## src/rtl/router_sync_n.sv

```systemverilog
// router_sync_n: N-channel synchroniser between the router FSM and its output FIFOs.
// Captures the destination address, steers FIFO write/full, and runs per-channel read watchdogs.
`default_nettype none

module router_sync_n #(
    parameter int NUM_CH  = 3,
    parameter int ADDR_W  = 2,
    parameter int TIMEOUT = 30,
    parameter int CNT_W   = 5
) (
    input  logic              clk,
    input  logic              resetn,
    input  logic              detect_add,
    input  logic [ADDR_W-1:0] data_in,
    input  logic              write_enb_reg,
    input  logic [NUM_CH-1:0] read_enb,
    input  logic [NUM_CH-1:0] full,
    input  logic [NUM_CH-1:0] empty,
    output logic [NUM_CH-1:0] valid_out,
    output logic [NUM_CH-1:0] write_enb,
    output logic              fifo_full,
    output logic [NUM_CH-1:0] soft_reset,
    output logic              addr_err
);

    localparam logic [CNT_W-1:0] CNT_MAX = CNT_W'(TIMEOUT - 1);

    generate
        if ((2 ** ADDR_W) < NUM_CH) begin : g_bad_addr_w
            $error("router_sync_n: ADDR_W too narrow for NUM_CH");
        end
        if (TIMEOUT >= (2 ** CNT_W)) begin : g_bad_cnt_w
            $error("router_sync_n: TIMEOUT does not fit in CNT_W");
        end
    endgenerate

    logic [ADDR_W-1:0] addr_q;
    logic              addr_vld_q;
    logic              data_in_ok;

    assign data_in_ok = (32'(data_in) < NUM_CH);

    always_ff @(posedge clk or negedge resetn) begin
        if (!resetn) begin
            addr_q     <= '0;
            addr_vld_q <= 1'b0;
            addr_err   <= 1'b0;
        end else begin
            addr_err <= detect_add & ~data_in_ok;
            if (detect_add) begin
                addr_q     <= data_in;
                addr_vld_q <= data_in_ok;
            end
        end
    end

    assign valid_out = ~empty;

    // Explicit compare per channel so an out-of-range address can never select anything.
    always_comb begin
        write_enb = '0;
        fifo_full = 1'b0;
        for (int k = 0; k < NUM_CH; k++) begin
            if (addr_vld_q && (32'(addr_q) == k)) begin
                write_enb[k] = write_enb_reg;
                fifo_full    = full[k];
            end
        end
    end

    generate
        for (genvar k = 0; k < NUM_CH; k++) begin : g_wd
            logic [CNT_W-1:0] cnt;
            logic             soft_q;

            always_ff @(posedge clk or negedge resetn) begin
                if (!resetn) begin
                    cnt    <= '0;
                    soft_q <= 1'b0;
                end else if (empty[k] | read_enb[k] | soft_q) begin
                    cnt    <= '0;
                    soft_q <= 1'b0;
                end else if (cnt == CNT_MAX) begin
                    cnt    <= '0;
                    soft_q <= 1'b1;
                end else begin
                    cnt    <= cnt + 1'b1;
                    soft_q <= 1'b0;
                end
            end

            assign soft_reset[k] = soft_q;
        end
    endgenerate

endmodule

`default_nettype wire

```

## config.mk

```make
export PLATFORM = sky130hd
export DESIGN_NAME = router_sync_n
export DESIGN_NICKNAME = d
export VERILOG_FILES = /design/src/rtl/router_sync_n.sv
export SDC_FILE = /design/constraint.sdc
export NUM_CORES = 1
export LEC_CHECK = 0
export BUFFER_PORTS_ARGS = -buffer_cell sky130_fd_sc_hd__buf_4
export CORE_UTILIZATION = 50
export CTS_CLUSTER_DIAMETER = 120
export CTS_CLUSTER_SIZE = 14
export DETAILED_ROUTE_END_ITERATION = 8
export HOLD_SLACK_MARGIN = 0.06
export PLACE_DENSITY = 0.76
export SLEW_MARGIN = 20
export SYNTH_ARGS = -nofsm -noshare
export SYNTH_HDL_FRONTEND = slang
export SYNTH_SLANG_ARGS = --single-unit
```

## constraint.sdc

```tcl
create_clock -name clk -period 1.2 [get_ports clk]
set_clock_uncertainty 0.1 [all_clocks]
set_input_delay 0.12 -clock clk [delete_from_list [all_inputs] [get_ports clk]]
set_output_delay 0.12 -clock clk [all_outputs]
set_load 0.005 [all_outputs]
```

# --- Yosys cells after proc, flatten, opt, wreduce, memory -nomap -nowiden ---
# Cells that the tools add are included.
totals:
  ff_bits: 22
  in_bits: 15
op_classes:
  bitwise_logic: 9
  n_lt_le_gt_ge: 1
  add_sub_neg: 3
  n_reduce_logical: 4
  eq_ne: 5
  n_mux: 18
ops:
  columns: ["operator", "count"]
  rows:
  - ["two-way mux 5 bit", 6]
  - ["adder 5 x 1 -> 5 bit (second input constant)", 3]
  - ["== test 5 bit (second input constant)", 3]
  - ["two-way mux 1 bit", 12]
  - ["bitwise OR 1 bit", 6]
  - ["logical AND 1 bit", 3]
  - ["NOT 3 bit", 1]
  - ["== test 2 x 1 -> 1 bit (second input constant)", 1]
  - ["== test 2 bit (second input constant)", 1]
  - ["zero test 2 bit", 1]
  - ["< comparator 2 bit (second input constant)", 1]
  - ["bitwise AND 1 bit", 1]
  - ["NOT 1 bit", 1]

# --- Longest topological paths before layout ---
# Gate-level depths: netlist of run 1.
logic_depth:
  word_depth: 5
  depth_mapped: 5

# --- Worst setup path before layout of run 1 ---
# Ideal clock, no wire load.
synth_path:
  path_kind: "flip-flop to flip-flop"
  startpoint: "register g_wd[1].cnt[0]"
  endpoint: "register g_wd[1].cnt[4]"
  required_time_ns: 0.979
  arrival_time_ns: 0.879
  stages_incl_launch_ff: 5
  period_less_slack_ns: 1.100
  n_path_buf: 0
  setup_slack_ns: 0.100
  cell_sequence: "dfrtp_1 -> ha_1 -> nand3_1 -> xor2_1 -> nor2_1"
synth_between:
  elab_chain_cells: 3
  elab_cells_between_ends: 4
synth_lines:
  columns: ["element", "line", "text"]
  rows:
  - ["from (decl)", "73", "logic [CNT_W-1:0] cnt;"]
  - ["from (signal assigned)", "87", "cnt <= cnt + 1'b1;"]
  - ["adder 5 x 1 -> 5 bit or == test 5 bit (tied branches)", "87, 83", null]
  - ["two-way mux 5 bit (*)", "83", "end else if (cnt == CNT_MAX) begin"]
  - ["two-way mux 5 bit (*)", "80", "end else if (empty[k] | read_enb[k] | soft_q) begin"]
# Every way passes the cells marked *; elsewhere a longest branch is shown, timed or not.
# A chain may end at the register's enable or synchronous reset.

# --- Worst setup path in the final report of run 1 ---
layout_path:
  startpoint: "register addr_q[0]"
  endpoint: "output fifo_full"
layout_between:
  elab_chain_cells: 5
  elab_cells_between_ends: 9
layout_lines:
  columns: ["element", "line", "text"]
  rows:
  - ["from (decl)", "37", "logic [ADDR_W-1:0] addr_q;"]
  - ["from (signal assigned)", "51", "addr_q <= data_in;"]
  - ["zero test 2 bit", "64", "if (addr_vld_q && (32'(addr_q) == k)) begin"]
  - ["logical AND 1 bit", "64", null]
  - ["two-way mux 1 bit (2 in a row)", "64", null]
  - ["two-way mux 1 bit (*)", "64", null]
  - ["to (decl)", "21", "output logic fifo_full,"]
# Marks and branches as above.

==> results of run 1 <==
state kept, by name (all words and copies together), names as in the netlist:
name / count
addr_err: 1
addr_q: 2
addr_vld_q: 1
g_wd.cnt: 15
g_wd.soft_q: 3
cells by family after synthesis:
kind of cell,Yosys count,share of synthesized area [%]
AND/OR/NAND/NOR,42,20.4
multiplexers,3,3.29
adder cells (fa/ha/maj),6,7.59
flip-flops,22,55.7
AO/OA/AOI/OAI,1,0.506
XOR/XNOR,9,7.98
buffers and inverters,9,4.56
area by class of cell:
type / instances / area (um2)
sequential: 22 / 551
multi-input combinational: 61 / 432
fill: 119 / 392
timing repair buffer: 41 / 333
tap: 25 / 31.3
clock buffer: 3 / 22.5
inverter: 6 / 22.5
worst paths after layout:
check	endpoint	slack, ps
hold / removal	g_wd[0].cnt[3]	120
hold reg to reg	g_wd[2].soft_q	380
min in group clk	g_wd[2].soft_q	380
setup / recovery	fifo_full	-260
max in group asynchronous	g_wd[1].cnt[4]	660
setup reg to reg	g_wd[2].cnt[4]	10
per-stage QoR:
step           std cells  hold WS (ps)
6_report             158           119
3_5_place_dp         139         -80.2
3_3_place_gp         139         -81.4
4_1_cts              154           131
2_1_floorplan         92          -276
5_1_grt              158           142
per-layer routing:
metal / global-route usage, % / vias to the layer above / part of all wire (%)
li1: - / 389 / -
met1: 25.8 / 376 / 46
met2: 33.9 / 14 / 49
met3: 3.53 / 5 / 2.7
met4: 10.6 / 0 / 2.3
met5: 0 / - / 0
what timing repair did:
action                                  CTS  global route
endpoints found under the setup margin    4            21
setup buffers                             2             4
endpoints found under the hold margin    29             0
gates resized for setup                   2            11
pin swaps                                 2             7
hold buffers                             10             0
gates cloned                              0             0
power by group through the flow:
stage                     Clock, W  Sequential (W)  Combinational, W
final                     0.000315        0.000782          0.000197
after global routing      0.000360        0.000786          0.000217
after CTS                 0.000324        0.000781          0.000183
after detailed placement         0        0.000797          0.000141
after global placement           0        0.000796          0.000136
after floorplan                  0        0.000792         0.0000521
cells in the mapped netlist:
cell,count
mux2i_1,1
and3_1,1
nand4_1,3
nor3b_1,2
nor3_1,4
nand2_1,4
and2_1,1
inv_1,6
xor2_1,6
nor4_1,3
nor2_1,17
dfrtp_1,22
ha_1,6
buf_4,3
nand3_1,6
nand3b_1,1
xnor2_1,3
o21ai_1,1
mux2_1,2
==> key figures, run 1 <==
Run status
  – Outcome: complete, but fails checks
  – Failing checks: setup timing

Detailed routing
  – Drt wl/cell: roughly 12 um
  – DRC violations left: 0
  – Via count: 784
  – Vias/cell: about 5.0
  – DRT Wirelength: 1.88 mm
  – Initial DRC Count: 7
  – Drt first pass iters: 4
  – Routed Antenna Nets: 0

Floorplanning
  – Core ar.: 1780 um2
  – Ports: 26
  – FP Rows: 15
  – Chip width: approximately 46 um
  – Initial core utilization: 55.4%
  – Die Ht: 46.5 um
  – Die ar.: 2160 um2

CTS
  – H-tree Lvls: 1
  – CTS tree: built
  – Total CTS buffers: 3
  – Clock-pin slew on the worst setup and hold paths: around 110 ps
  – Sink Count: 22
  – CTS Root Cell: clkbuf_4
  – CTS max path bufs: 2
  – Clk Latency, worst-skew pair: 300 ps

Placed design
  – GP Congestion: ~0.69
  – Placed wire-length estimate: 1.28 mm
  – Dpl ws: 21.2 ps
  – PortBufs: 25
  – Post-DP Area: 1180 um2

Timing
  – Unrepaired setup endpoints after global routing: true
  – Period utilization: 122%
  – Fin. max-slew vios: 0
  – Worst Tran Pin Value: 273 ps
  – Slew Limit Headroom: 81.8%
  – Final worst slack: -259 ps
  – Setup TNS Final: -896 ps
  – Tmin final: approximately 1500 ps
  – Final setup vio count: 4
  – Final Hold Vio Count: 0
  – Max frequency: 686 MHz

Power and ir drop
  – Design Power: between 0.001 and 0.0015 W
  – P_int: 0.000995 W
  – Logic gate share of total power: 15.2%
  – Clk pwr share: 24.3%
  – Sw Pwr: 0.000299 W
  – Leak: 0.666 nW
  – Power Density: 931 nW/um2
  – VDD IR max: 1.06 mV
  – Sequential Power Share: 60.4%
  – Net Sw Frac: 23.1%

Synth
  – Yosys top cell area share: 55.7%
  – Area contributors post-synth: dfrtp_1, ha_1, nor2_1
  – #FFs+latches synth: 22
  – Area leader, netlist: dfrtp_1
  – Yosys warns: 0
  – Sequential area share after synthesis: 55.7%
  – Syn Nets: 113
  – Unique masters post-synth: 19
  – Syn avg cell area: approximately 11 um2
  – Synth Cell Area: 988 um2
  – Mapped Cells: between 90 and 100

Worst setup path
  – Startpoint types: flop
  – Worst path bufs/invs: 1
  – CP required: 980 ps
  – Delay-heaviest family, CP: flip-flops
  – Stages on worst setup path: 4
  – Worst setup path category: reg2out
  – Worst Path Arrival: 1240 ps
  – Slowest cell delay on critical path: 410 ps
  – Worst path slowest cell: dfrtp_1
  – Worst setup EP type: output port
  – FF-to-FF path depth: 5
  – Reg-to-reg startpoint: g_wd[2].cnt[1]
  – Worst Setup SP: addr_q[0]
  – Crit-path cells: mux2i_1, o21ai_1, and2_1, buf_4
  – Crit-path max FO: 3

Cells and area
  – Syn-to-layout area delta: 40.8%
  – Layout net count: roughly 160
  – Commonest non-fill, non-tap cell in the layout: buf_4
  – Share of cells above drive strength 1: 35.3%
  – Antenna Cells: 0
  – Commonest cells after routing, fill and taps aside: buf_4, dfrtp_1, nor2_1
  – Post-layout util: 78.0%
  – Design area: 1390 um2

Global routing
  – Largest net degree at the start of global routing: 23
  – Vias in the first global route: 704
  – Total GRT Usage: approximately a fifth
  – First-pass GRT wire length: 2.99 mm
  – GRT overflow: 0
  – Initial antenna violation count: 0

Hold path
  – Worst Hold Class: in2async

Run
  – Number of max-cap violations: 0
Power figures use the tool's default switching activity.
==> run 2, diff against run 1 <==
--- a/config.mk
+++ b/config.mk
@@ -5,13 +5,14 @@
 export SDC_FILE = /design/constraint.sdc
 export NUM_CORES = 1
 export LEC_CHECK = 0
+export ABC_AREA = 1
 export BUFFER_PORTS_ARGS = -buffer_cell sky130_fd_sc_hd__buf_4
-export CORE_UTILIZATION = 50
+export CORE_UTILIZATION = 52
 export CTS_CLUSTER_DIAMETER = 120
 export CTS_CLUSTER_SIZE = 14
 export DETAILED_ROUTE_END_ITERATION = 8
 export HOLD_SLACK_MARGIN = 0.06
-export PLACE_DENSITY = 0.76
+export PLACE_DENSITY = 0.77
 export SLEW_MARGIN = 20
 export SYNTH_ARGS = -nofsm -noshare
 export SYNTH_HDL_FRONTEND = slang
==> constraint.sdc (replaced) <==
create_clock -name clk -period 1.2 [get_ports clk]
set_clock_uncertainty 0.1 [all_clocks]
set_input_delay 0.06 -clock clk [delete_from_list [all_inputs] [get_ports clk]]
set_output_delay 0.06 -clock clk [all_outputs]
set_load 0.005 [all_outputs]
==> key figures, run 2 <==
Power and ir drop
  – VDD IR max: 0.815 mV (-23%)
  – Power Density: 890 nW/um2 (-4.3%)
  – Leak: 0.805 nW (+21%)

Detailed routing
  – Initial DRC Count: 15 (+8)
  – DRC violations left: 0 (unchanged)
  – DRT Wirelength: 2.46 mm (+31%)
  – Drt wl/cell: 12.1 um (+1.9%)
  – Drt first pass iters: 4 (unchanged)
  – Vias/cell: 4.93 (-0.72%)
  – Via count: 1000 (+28%)
  – Routed Antenna Nets: 0 (unchanged)

Worst setup path
  – Worst setup path category: reg2out
  – Crit-path cells: inv_2, nand2_2, nor3_2, buf_4
  – Worst setup EP type: output port
  – CP required: 1040 ps (+60 ps)
  – Worst Setup SP: addr_q[0]
  – Worst path slowest cell: dfrtp_1
  – Worst Path Arrival: 1190 ps (-50 ps)
  – Slowest cell delay on critical path: 430 ps (+20 ps)
  – Startpoint types: flop
  – Worst path bufs/invs: 2 (+1)
  – Reg-to-reg startpoint: g_wd[0].cnt[0]
  – Delay-heaviest family, CP: flip-flops
  – Crit-path max FO: 4 (+1)

CTS
  – CTS max path bufs: 2 (unchanged)
  – CTS tree: built
  – Clk Latency, worst-skew pair: 310 ps (about the same)
  – Sink Count: 22 (unchanged)
  – CTS Root Cell: clkbuf_4
  – Clock-pin slew on the worst setup and hold paths: 120 ps (about the same)
  – H-tree Lvls: 1 (unchanged)
  – Total CTS buffers: 3 (unchanged)

Synth
  – Mapped Cells: 137 (+49%)
  – Syn avg cell area: 8.25 um2 (-23%)
  – Async S/R FF share, synth: 100% (unchanged)
  – Primary FF master, synth: dfrtp_1
  – Area leader, netlist: dfrtp_1
  – Post-synth top cells: inv_1, nand2_1, dfrtp_1, nor2_1
  – EDFF count, synth: 0 (unchanged)
  – Synth Cell Area: 1130 um2 (+14%)
  – Unique masters post-synth: 13 (-6)
  – #FFs+latches synth: 22 (unchanged)
  – Yosys top cell area share: 48.7% (-7.0 points)
  – Area contributors post-synth: dfrtp_1, inv_1, nand2_1
  – Sequential area share after synthesis: 48.7% (-7.0 points)
  – Yosys warns: 0 (unchanged)
  – Syn Nets: 158 (+40%)

Placed design
  – Placed wire-length estimate: 1.49 mm (+16%)
  – Cell count after placement: 186 (+34%)
  – PortBufs: 25 (unchanged)
  – Post-DP Area: 1330 um2 (+12%)
  – Dpl ws: 16.8 ps (-4.34 ps)
  – GP Congestion: 0.734 (+6.5%)

Floorplanning
  – Initial core utilization: 56.4% (+1.0 points)
  – Ports: 26 (unchanged)
  – Die Ht: 48.6 um (+4.6%)
  – Die ar.: 2360 um2 (+9.5%)
  – Core ar.: 2000 um2 (+12%)
  – FP Rows: 16 (+1)
  – Chip width: 48.6 um (+4.6%)

Run status
  – Outcome: complete, but fails checks
  – Failing checks: setup timing

Cells and area
  – Share of cells above drive strength 1: 38.1% (+2.7 points)
  – Syn-to-layout area delta: 40.1%
  – Commonest cells after routing, fill and taps aside: buf_4, nand2_1, inv_1
  – Commonest non-fill, non-tap cell in the layout: buf_4
  – Top reg by flops: g_wd.cnt
  – Antenna Cells: 0 (unchanged)
  – Largest regs: g_wd.cnt x15, g_wd.soft_q x3, addr_q x2
  – Layout net count: 198 (+27%)
  – Non-filler cells, final: 203 (+28%)
  – Max reg flops: 15 (unchanged)
  – Design area: 1580 um2 (+14%)

Timing
  – Final setup vio count: 5 (+1)
  – Slew Limit Headroom: 82.1% (+0.33 points)
  – Setup TNS Final: -507 ps (+389 ps)
  – Tmin final: 1350 ps (-105 ps)
  – Max frequency: 739 MHz (+7.8%)
  – Final worst slack: -153 ps (+105 ps)
  – Unrepaired setup endpoints after global routing: true
  – Period utilization: 113% (-8.8 points)
  – Fin. max-slew vios: 0 (unchanged)
  – Final Hold Vio Count: 0 (unchanged)
  – Hold slack: 53.1 ps (-65.4 ps)
  – Worst Tran Pin Value: 268 ps (-4.92 ps)

Global routing
  – First-pass GRT wire length: 4.03 mm (+35%)
  – Total GRT Usage: 22.7% (+2.0 points)
  – Vias in the first global route: 993 (+41%)
  – GRT overflow: 0 (unchanged)
  – Initial antenna violation count: 0 (unchanged)
  – Largest net degree at the start of global routing: 23 (unchanged)

Hold path
  – Worst Hold Class: in2async

Run
  – Number of max-cap violations: 0 (unchanged)
[run 2: worst reg2reg max path, stage by stage, from the launching register on]
cell	delay, ps
dfrtp_1	450
ha_1	260
xnor2_1	230
nor2_2	70
[run 2: path summary, 6_finish.rpt]
kind	to	slack (ps)	cells after the start
min reg2reg	g_wd[0].soft_q	370	1
max reg2reg	g_wd[0].cnt[2]	-10	3
min in group clk	g_wd[0].soft_q	370	1
max	write_enb[2]	-150	4
min	g_wd[2].cnt[1]	50	2
max in group asynchronous	g_wd[1].cnt[0]	720	2
[run 2: cell type report]
class	count	area (um2)
Multi-Input combinational cell	86	552
Inverter	26	97.6
Fill cell	136	419
Sequential cell	22	553
Timing Repair Buffer	38	310
Clock buffer	4	36.3
Tap cell	27	33.8
[run 2: per-layer routing]
metal | share of wire, % | up-vias | global-route usage, % | wire length [um]
li1 | - | 497 | - | -
met1 | 38 | 485 | 23.0 | 944
met2 | 58 | 12 | 43.3 | 1420
met3 | 2.4 | 6 | 6.92 | 58
met4 | 1.5 | 0 | 7.35 | 38
met5 | 0 | - | 0 | 0
[run 2: what timing repair did]
item,4_1_cts,5_1_grt
setup endpoints to repair,6,19
buffers inserted,3,0
endpoints found under the hold margin,35,0
resized for setup,5,26
hold buffers,10,0
pin swaps,1,11
[run 2: stage by stage]
step	total power (W)	utilization [%]
global placement	0.000937	66.4
floorplan	0.000852	-
detailed placement	0.000944	66.4
global route	0.00147	79.1
finish	0.00141	79.1
CTS	0.00138	74.9
[run 2: power breakdown]
group | switching (W) | leakage (nW) | total (W) | internal [W]
clock | 0.000221 | 0.0210 | 0.000407 | 0.000185
combinational | 0.0000999 | 0.490 | 0.000214 | 0.000114
sequential | 0.0000270 | 0.293 | 0.000788 | 0.000761
total | 0.000348 | 0.805 | 0.00141 | 0.00106
[run 2: cells by family (layout without fill, tap and decap cells)]
family | after synthesis | in the layout | synth area share, %
simple gates | 75 | 75 | 30.8
xor+xnor | 3 | 3 | 2.33
compound gates | 2 | 2 | 0.886
fa+ha+maj | 6 | 6 | 6.64
buf+inv | 29 | 68 | 10.6
flops | 22 | 22 | 48.7
